--- src/rtl/roberto_pkg.sv ---
// roberto_pkg
// Shared definitions for the roberto_uc control unit: main and receive FSM
// state codes (also exported on the debug ports) and the last-index
// constants of the character, sensor and receive-register counters.
package roberto_pkg;

  typedef enum logic [3:0] {
    INICIAL       = 4'd0,
    PREPARA       = 4'd1,
    MEDE          = 4'd2,
    ESPERA_MEDIDA = 4'd3,
    TRANSMITE     = 4'd4,
    ESPERA_TX     = 4'd5,
    PROX_CHAR     = 4'd6,
    PROX_SENSOR   = 4'd7,
    FIM           = 4'd8
  } estado_t;

  typedef enum logic [1:0] {
    R_ESPERA  = 2'd0,
    R_CARREGA = 2'd1,
    R_CONTA   = 2'd2,
    R_PULA    = 2'd3
  } estado_rx_t;

  // hundreds, tens, units, '#'
  localparam logic [1:0] ULTIMO_CHAR   = 2'd3;
  // three ultrasonic sensors
  localparam logic [1:0] ULTIMO_SENSOR = 2'd2;
  // three receive registers; index 3 is skipped
  localparam logic [1:0] ULTIMO_REG    = 2'd2;

endpackage

--- src/rtl/roberto_uc_if.sv ---
// roberto_uc_if
// Control/status bundle between the roberto_uc control unit and its datapath
// (seconds counter, sensor/character counters, 7E1 transmitter/receiver,
// servo and receive registers).
//   master : control unit side (drives clears, enables, pulses, debug codes)
//   slave  : datapath side (drives ready pulses and counter values)
interface roberto_uc_if;
  logic       ligar;
  logic       pronto_seg;
  logic       pronto_serial;
  logic       pronto_recepcao;
  logic [1:0] Q_2;
  logic [1:0] Q_3;
  logic [1:0] Q_recepcao;

  logic       zera_sensor, zera_serial, zera_recpcao, zera_servos;
  logic       zera_seg, zera_2, zera_3;
  logic       cont_seg, cont_2, cont_3, cont_recepcao;
  logic       medir;
  logic       partida_tx;
  logic       carrega_reg_1, carrega_reg_2, carrega_reg_3;
  logic       fim_ciclo;
  logic [3:0] db_estado;
  logic [1:0] db_estado_rx;

  modport master (
    input  ligar, pronto_seg, pronto_serial, pronto_recepcao,
           Q_2, Q_3, Q_recepcao,
    output zera_sensor, zera_serial, zera_recpcao, zera_servos,
           zera_seg, zera_2, zera_3,
           cont_seg, cont_2, cont_3, cont_recepcao,
           medir, partida_tx,
           carrega_reg_1, carrega_reg_2, carrega_reg_3,
           fim_ciclo, db_estado, db_estado_rx
  );

  modport slave (
    output ligar, pronto_seg, pronto_serial, pronto_recepcao,
           Q_2, Q_3, Q_recepcao,
    input  zera_sensor, zera_serial, zera_recpcao, zera_servos,
           zera_seg, zera_2, zera_3,
           cont_seg, cont_2, cont_3, cont_recepcao,
           medir, partida_tx,
           carrega_reg_1, carrega_reg_2, carrega_reg_3,
           fim_ciclo, db_estado, db_estado_rx
  );
endinterface

--- src/rtl/roberto_uc_rx.sv ---
// roberto_uc_rx
// Receive sequencer: each valid character from the 7E1 receiver is loaded
// into receive register Q_recepcao+1, then the index advances, skipping
// index 3 so the registers fill 1,2,3,1,...
// Ports:
//   clock, reset     system clock, synchronous active-high reset
//   habilita         1 while the main FSM is out of INICIAL
//   pronto_recepcao  character-valid pulse from the receiver
//   q_recepcao       receive register index counter value
//   cont_recepcao    index counter enable
//   carrega_reg_1..3 register load strobes
//   estado_rx        state code for debug
//
// state     | meaning
// R_ESPERA  | idle, waiting for a received character
// R_CARREGA | load the register selected by the index
// R_CONTA   | advance the index
// R_PULA    | advance once more past the unused index 3
module roberto_uc_rx
  import roberto_pkg::*;
(
  input  logic       clock,
  input  logic       reset,
  input  logic       habilita,
  input  logic       pronto_recepcao,
  input  logic [1:0] q_recepcao,
  output logic       cont_recepcao,
  output logic       carrega_reg_1,
  output logic       carrega_reg_2,
  output logic       carrega_reg_3,
  output logic [1:0] estado_rx
);

  estado_rx_t estado, prox;

  always_ff @(posedge clock) begin
    if (reset || !habilita) estado <= R_ESPERA;
    else                    estado <= prox;
  end

  always_comb begin
    prox = estado;
    case (estado)
      R_ESPERA:  if (pronto_recepcao) prox = R_CARREGA;
      R_CARREGA: prox = R_CONTA;
      R_CONTA:   prox = (q_recepcao == ULTIMO_REG) ? R_PULA : R_ESPERA;
      R_PULA:    prox = R_ESPERA;
      default:   prox = R_ESPERA;
    endcase
  end

  always_comb begin
    cont_recepcao = 1'b0;
    carrega_reg_1 = 1'b0;
    carrega_reg_2 = 1'b0;
    carrega_reg_3 = 1'b0;
    case (estado)
      R_CARREGA: begin
        carrega_reg_1 = (q_recepcao == 2'd0);
        carrega_reg_2 = (q_recepcao == 2'd1);
        carrega_reg_3 = (q_recepcao == 2'd2);
      end
      R_CONTA: cont_recepcao = 1'b1;
      R_PULA:  cont_recepcao = 1'b1;
      default: ;
    endcase
  end

  assign estado_rx = estado;

endmodule

--- src/rtl/roberto_uc.sv ---
// roberto_uc
// Control unit of the sonar/servo station: measures with three ultrasonic
// sensors, transmits 4 characters per sensor (12 per cycle) over 7E1 serial,
// and sequences received characters into three registers.
// Ports:
//   clock, reset  system clock, synchronous active-high reset
//   uc            roberto_uc_if master: datapath clears/enables/pulses,
//                 ready pulses, counter values, debug state codes
//
// state         | meaning
// INICIAL       | idle, all datapath cleared, waits for ligar
// PREPARA       | clear seconds and sensor/character counters
// MEDE          | start pulse to the ultrasonic interfaces
// ESPERA_MEDIDA | count the measurement interval until pronto_seg
// TRANSMITE     | start pulse to the transmitter
// ESPERA_TX     | wait for the transmitter done pulse
// PROX_CHAR     | next character, or move on after '#'
// PROX_SENSOR   | next sensor, or finish after the last one
// FIM           | end-of-cycle pulse; restart or go idle
module roberto_uc
  import roberto_pkg::*;
(
  input  logic          clock,
  input  logic          reset,
  roberto_uc_if.master  uc
);

  estado_t estado, prox;

  always_ff @(posedge clock) begin
    if (reset) estado <= INICIAL;
    else       estado <= prox;
  end

  always_comb begin
    prox = estado;
    case (estado)
      INICIAL:       if (uc.ligar) prox = PREPARA;
      PREPARA:       prox = MEDE;
      MEDE:          prox = ESPERA_MEDIDA;
      ESPERA_MEDIDA: if (uc.pronto_seg) prox = TRANSMITE;
      TRANSMITE:     prox = ESPERA_TX;
      ESPERA_TX:     if (uc.pronto_serial) prox = PROX_CHAR;
      PROX_CHAR:     prox = (uc.Q_3 == ULTIMO_CHAR) ? PROX_SENSOR : TRANSMITE;
      PROX_SENSOR:   prox = (uc.Q_2 == ULTIMO_SENSOR) ? FIM : TRANSMITE;
      FIM:           prox = uc.ligar ? PREPARA : INICIAL;
      default:       prox = INICIAL;
    endcase
  end

  // Q_2/Q_3 qualifiers are registered counter values, so the enables stay
  // glitch-free and change only with the clock.
  always_comb begin
    uc.zera_sensor = 1'b0;
    uc.zera_serial = 1'b0;
    uc.zera_recpcao = 1'b0;
    uc.zera_servos = 1'b0;
    uc.zera_seg = 1'b0;
    uc.zera_2 = 1'b0;
    uc.zera_3 = 1'b0;
    uc.cont_seg = 1'b0;
    uc.cont_2 = 1'b0;
    uc.cont_3 = 1'b0;
    uc.medir = 1'b0;
    uc.partida_tx = 1'b0;
    uc.fim_ciclo = 1'b0;
    case (estado)
      INICIAL: begin
        uc.zera_sensor = 1'b1;
        uc.zera_serial = 1'b1;
        uc.zera_recpcao = 1'b1;
        uc.zera_servos = 1'b1;
        uc.zera_seg = 1'b1;
        uc.zera_2 = 1'b1;
        uc.zera_3 = 1'b1;
      end
      PREPARA: begin
        uc.zera_seg = 1'b1;
        uc.zera_2 = 1'b1;
        uc.zera_3 = 1'b1;
      end
      MEDE:          uc.medir = 1'b1;
      ESPERA_MEDIDA: uc.cont_seg = 1'b1;
      TRANSMITE:     uc.partida_tx = 1'b1;
      PROX_CHAR:     uc.cont_3 = (uc.Q_3 != ULTIMO_CHAR);
      PROX_SENSOR: begin
        uc.zera_3 = 1'b1;
        uc.cont_2 = (uc.Q_2 != ULTIMO_SENSOR);
      end
      FIM: begin
        uc.fim_ciclo = 1'b1;
        uc.zera_2 = 1'b1;
      end
      default: ;
    endcase
  end

  assign uc.db_estado = estado;

  roberto_uc_rx u_rx (
    .clock           (clock),
    .reset           (reset),
    .habilita        (estado != INICIAL),
    .pronto_recepcao (uc.pronto_recepcao),
    .q_recepcao      (uc.Q_recepcao),
    .cont_recepcao   (uc.cont_recepcao),
    .carrega_reg_1   (uc.carrega_reg_1),
    .carrega_reg_2   (uc.carrega_reg_2),
    .carrega_reg_3   (uc.carrega_reg_3),
    .estado_rx       (uc.db_estado_rx)
  );

endmodule

--- src/flat_wrapper.sv ---
// flat-port wrapper written by rule: the top's interface ports become plain ports
module roberto_uc_flat import roberto_pkg::*;
  (clock, reset, uc_ligar, uc_pronto_seg, uc_pronto_serial, uc_pronto_recepcao, uc_Q_2, uc_Q_3, uc_Q_recepcao, uc_zera_sensor, uc_zera_serial, uc_zera_recpcao, uc_zera_servos, uc_zera_seg, uc_zera_2, uc_zera_3, uc_cont_seg, uc_cont_2, uc_cont_3, uc_cont_recepcao, uc_medir, uc_partida_tx, uc_carrega_reg_1, uc_carrega_reg_2, uc_carrega_reg_3, uc_fim_ciclo, uc_db_estado, uc_db_estado_rx);
  roberto_uc_if uc_i ();
  input  logic clock;
  input  logic reset;
  input wire logic [$bits(uc_i.ligar)-1:0] uc_ligar;
  input wire logic [$bits(uc_i.pronto_seg)-1:0] uc_pronto_seg;
  input wire logic [$bits(uc_i.pronto_serial)-1:0] uc_pronto_serial;
  input wire logic [$bits(uc_i.pronto_recepcao)-1:0] uc_pronto_recepcao;
  input wire logic [$bits(uc_i.Q_2)-1:0] uc_Q_2;
  input wire logic [$bits(uc_i.Q_3)-1:0] uc_Q_3;
  input wire logic [$bits(uc_i.Q_recepcao)-1:0] uc_Q_recepcao;
  output wire logic [$bits(uc_i.zera_sensor)-1:0] uc_zera_sensor;
  output wire logic [$bits(uc_i.zera_serial)-1:0] uc_zera_serial;
  output wire logic [$bits(uc_i.zera_recpcao)-1:0] uc_zera_recpcao;
  output wire logic [$bits(uc_i.zera_servos)-1:0] uc_zera_servos;
  output wire logic [$bits(uc_i.zera_seg)-1:0] uc_zera_seg;
  output wire logic [$bits(uc_i.zera_2)-1:0] uc_zera_2;
  output wire logic [$bits(uc_i.zera_3)-1:0] uc_zera_3;
  output wire logic [$bits(uc_i.cont_seg)-1:0] uc_cont_seg;
  output wire logic [$bits(uc_i.cont_2)-1:0] uc_cont_2;
  output wire logic [$bits(uc_i.cont_3)-1:0] uc_cont_3;
  output wire logic [$bits(uc_i.cont_recepcao)-1:0] uc_cont_recepcao;
  output wire logic [$bits(uc_i.medir)-1:0] uc_medir;
  output wire logic [$bits(uc_i.partida_tx)-1:0] uc_partida_tx;
  output wire logic [$bits(uc_i.carrega_reg_1)-1:0] uc_carrega_reg_1;
  output wire logic [$bits(uc_i.carrega_reg_2)-1:0] uc_carrega_reg_2;
  output wire logic [$bits(uc_i.carrega_reg_3)-1:0] uc_carrega_reg_3;
  output wire logic [$bits(uc_i.fim_ciclo)-1:0] uc_fim_ciclo;
  output wire logic [$bits(uc_i.db_estado)-1:0] uc_db_estado;
  output wire logic [$bits(uc_i.db_estado_rx)-1:0] uc_db_estado_rx;
  assign uc_i.ligar = uc_ligar;
  assign uc_i.pronto_seg = uc_pronto_seg;
  assign uc_i.pronto_serial = uc_pronto_serial;
  assign uc_i.pronto_recepcao = uc_pronto_recepcao;
  assign uc_i.Q_2 = uc_Q_2;
  assign uc_i.Q_3 = uc_Q_3;
  assign uc_i.Q_recepcao = uc_Q_recepcao;
  assign uc_zera_sensor = uc_i.zera_sensor;
  assign uc_zera_serial = uc_i.zera_serial;
  assign uc_zera_recpcao = uc_i.zera_recpcao;
  assign uc_zera_servos = uc_i.zera_servos;
  assign uc_zera_seg = uc_i.zera_seg;
  assign uc_zera_2 = uc_i.zera_2;
  assign uc_zera_3 = uc_i.zera_3;
  assign uc_cont_seg = uc_i.cont_seg;
  assign uc_cont_2 = uc_i.cont_2;
  assign uc_cont_3 = uc_i.cont_3;
  assign uc_cont_recepcao = uc_i.cont_recepcao;
  assign uc_medir = uc_i.medir;
  assign uc_partida_tx = uc_i.partida_tx;
  assign uc_carrega_reg_1 = uc_i.carrega_reg_1;
  assign uc_carrega_reg_2 = uc_i.carrega_reg_2;
  assign uc_carrega_reg_3 = uc_i.carrega_reg_3;
  assign uc_fim_ciclo = uc_i.fim_ciclo;
  assign uc_db_estado = uc_i.db_estado;
  assign uc_db_estado_rx = uc_i.db_estado_rx;
  roberto_uc u_core (.clock(clock), .reset(reset), .uc(uc_i));
endmodule
--- config.mk ---
export PLATFORM = sky130hd
export DESIGN_NAME = roberto_uc_flat
export DESIGN_NICKNAME = d
export VERILOG_FILES = /design/src/rtl/roberto_pkg.sv /design/src/rtl/roberto_uc_if.sv /design/src/rtl/roberto_uc_rx.sv /design/src/rtl/roberto_uc.sv /design/src/flat_wrapper.sv
export SDC_FILE = /design/constraint.sdc
export NUM_CORES = 1
export LEC_CHECK = 0
export ABC_AREA = 1
export CAP_MARGIN = 30
export CORE_MARGIN = 2
export CORE_UTILIZATION = 28
export CTS_CLUSTER_SIZE = 14
export DETAILED_ROUTE_END_ITERATION = 6
export SYNTH_ARGS = -nofsm -noshare
export SYNTH_HDL_FRONTEND = slang
export SYNTH_HIERARCHICAL = 1
export SYNTH_SLANG_ARGS = --single-unit
--- constraint.sdc ---
create_clock -name clock -period 1.6 [get_ports clock]
set_input_delay 0.32 -clock clock [delete_from_list [all_inputs] [get_ports clock]]
set_output_delay 0.32 -clock clock [all_outputs]
set_load 0.05 [all_outputs]
==> reports/metrics.csv <==
stage;metric;value;unit
critical_path;critPathLaunchType;register;
critical_path;critPathBufInv;2;
critical_path;cp_max_fo;6;
logic_synthesis;yosysSeqAreaShare;0.224;
critical_path;rr_startpoint;u_core/uc.db_estado[2];
final_layout;fillCellCount;144;
routing;via_per_inst;4.30;
final_layout;multi_input_area;412;µm²
pwr;pwr-share-seq;0.148;
critical_path;critPathArrivalTime;1.22;ns
routing;wl_per_cell;9.66;µm
pwr;switchingPower;0.000679;W
sta;max_freq;650;MHz
logic_synthesis;synth_edf_count;0;
critical_path;cpLargestDelayFamily;flip-flops;
critical_path;r2r_cells;8;
final_layout;final_common_cell;buf_12;
logic_synthesis;synthCells;91;
run;cap_violations;0;
critical_path;path_class;register to output port;
clocking;cts_sinks;6;
min_path;worst_hold_path_type;register to register;
place;dp_slack;-0.0640;ns
die;io_pins;35;
pwr;power_frac_comb;0.756;
routing;drc;0;
final_layout;seq_area;135;µm²
final_layout;instances_no_fill;155;
routing;drt-total-wl;1500;µm
place;gp_congestion;0.794;
min_path;hold_depth;3;
routing;postRouteAntennaNets;0;
grt;grt_max_degree;10;
die;initial_utilization;0.304;
place;port_buffers;34;
grt;grt_pass1_vias;577;
critical_path;cp_slowest_cell;dfxtp_4;
critical_path;r2r_slack;0.38;ns
clocking;cts_tree;built;
logic_synthesis;synth_ff_type;dfxtp_1;
logic_synthesis;synthDistinctLibCells;21;
min_path;holdCritStartpoint;u_core/u_rx/estado_rx[1];
die;num_rows;15;
place;dpl.cell_count;147;
pwr;leakage;0.603;nW
logic_synthesis;syn_area;536;µm²
pwr;powerDensity;1110;mW/mm²
sta;period_share;0.961;
clocking;clk_path_buf_depth;2;
sta;report.final.slew_viol_count;0;
sta;slew_headroom;0.826;
sta;finalSetupViolations;0;
logic_synthesis;async_flop_share;0;
die;die_area;0.00228;mm²
logic_synthesis;synth_area_per_cell;5.88;µm²
critical_path;timing.rr.end;u_core/uc.db_estado[2];
sta;hold_viol;0;
pwr;p_sw_frac;0.492;
critical_path;cp_data_required_time;1.28;ns
die;coreArea;0.00176;mm²
sta;tightest_slew;0.260;ns
grt;grt_first_pass_wirelength;2330;µm
clocking;numCtsBuffers;3;
place;dp_hpwl;1200;µm
logic_synthesis;synth_nets;103;
die;dieHeight;47.7;µm
clocking;clock-root-buffer;clkbuf_4;
routing;drt_pre_antenna_iters;3;
clocking;cts_hold_buf;0;
grt;overflow;0;
clocking;cts.reportedPaths.clkPinSlew;0.04;ns
critical_path;slowest_delay;0.38;ns
sta;fin_ws;0.0618;ns
grt;antenna_found_initial;0;
final_layout;syn_to_final_growth;132;%
grt;gr-usage-all-layers;0.142;
final_layout;final_util;0.706;
pwr;vdd_drop_max;0.661;mV
clocking;h-tree-depth;1;
sta;rsz0062_at_grt;false;
clocking;clock_latency;0.24;ns
sta;hold_ws;0.558;ns
logic_synthesis;synth_seq_cells;6;
pwr;p_clk_frac;0.096;
routing;drt_iter0_markers;4;
critical_path;endpoint_kind;output port;
sta;clock_skew;0.00347;ns
min_path;min_to;u_core/u_rx/estado_rx[0];
pwr;internal_power;0.000700;W
final_layout;drive_gt1_frac;0.562;
run_status;status;completed;
logic_synthesis;yosysWarnings;6;
die;fp.dieW;47.7;µm
critical_path;crit_chain;nor2_4 -> nand2_2 -> clkinvlp_4 -> buf_12;
sta;finalCriticalPeriod;1.54;ns
final_layout;final_cell_mix;18 x buf_12, 13 x nand2_1, 12 x buf_4, 12 x inv_1, 10 x nor2_1;
final_layout;finalNetCount;144;
routing;vias;666;
final_layout;diodes;0;
power by group through the flow:
stage          registers, W  clock network [W]  logic [W]
2_1_floorplan      0.000258                  0   0.000628
3_3_place_gp       0.000210                  0    0.00101
3_5_place_dp       0.000211                  0    0.00102
4_1_cts            0.000209           0.000141    0.00102
5_1_grt            0.000208           0.000147    0.00110
6_report           0.000203           0.000133    0.00104
how the worst max path moves through the flow:
stage | endpoint | depth (start not counted) | startpoint
6_report | uc_zera_servos | 4 | u_core/uc.db_estado[3]
5_1_grt | uc_cont_2 | 5 | uc_Q_2[1]
4_1_cts | uc_cont_3 | 3 | u_core/uc.db_estado[1]
3_5_place_dp | uc_carrega_reg_3 | 4 | uc_Q_recepcao[1]
3_3_place_gp | uc_carrega_reg_3 | 4 | uc_Q_recepcao[1]
2_1_floorplan | uc_cont_3 | 3 | u_core/uc.db_estado[1]
what timing repair did:
| item | 4_1_cts | 5_1_grt |
|---|---|---|
| pin swaps | 2 | 5 |
| setup endpoints to repair | 10 | 12 |
| resized for setup | 6 | 8 |
| buffers inserted | 2 | 3 |
cell usage after synthesis, types with 2 or more instances:
cell / count / area, µm²
nand3_1: 6 / 30.0
nor2_1: 15 / 56.3
nor3_1: 3 / 15.0
a21oi_1: 2 / 10.0
nand2_2: 3 / 18.8
buf_4: 4 / 30.0
nor2_2: 4 / 25.0
dfxtp_1: 6 / 120
inv_1: 15 / 56.3
nor4_1: 2 / 12.5
nand2_1: 17 / 63.8
nor2_4: 2 / 22.5
inv_2: 4 / 15.0
tightest hold or removal path: stages, from the launching register on:
cell and delay [ns]:
dfxtp_2 0.34, nor2_1 0.06, inv_1 0.06, a21oi_2 0.05
layer usage:
metal  GRT usage  vias up  part of all wire
met5           0        -                 0
met4      0.0324        0                 0
met3      0.0340        0             0.047
met2       0.224       20              0.50
met1       0.197      290              0.45
li1            -      356                 -
final cells by class:
class,count,share of cell area
Clock buffer,3,0.0181
Inverter,19,0.0623
Multi-Input combinational cell,61,0.331
Sequential cell,6,0.109
Tap cell,25,0.0251
Timing Repair Buffer,41,0.455
stage by stage:
step	power, W	TNS [ns]	area, µm²
after detailed placement	0.00123	-0.172	1150
after CTS	0.00137	0	1200
after floorplan	0.000885	-0.109	657
after global routing	0.00146	0	1240
final	0.00138	0	1240
after global placement	0.00122	-0.116	1150
sequential cells by signal (all words and copies together), names as in the netlist:
register               count
u_core/uc.db_estado        4
u_core/u_rx/estado_rx      2
cells by family (layout without fill, tap and decap cells):
family	Yosys count	count (layout)	synth area share
flip-flops	6	6	0.224
AO/OA/AOI/OAI	6	6	0.0771
AND/OR/NAND/NOR	55	55	0.502
buffers and inverters	24	63	0.196
Power figures use the tool's default switching activity.
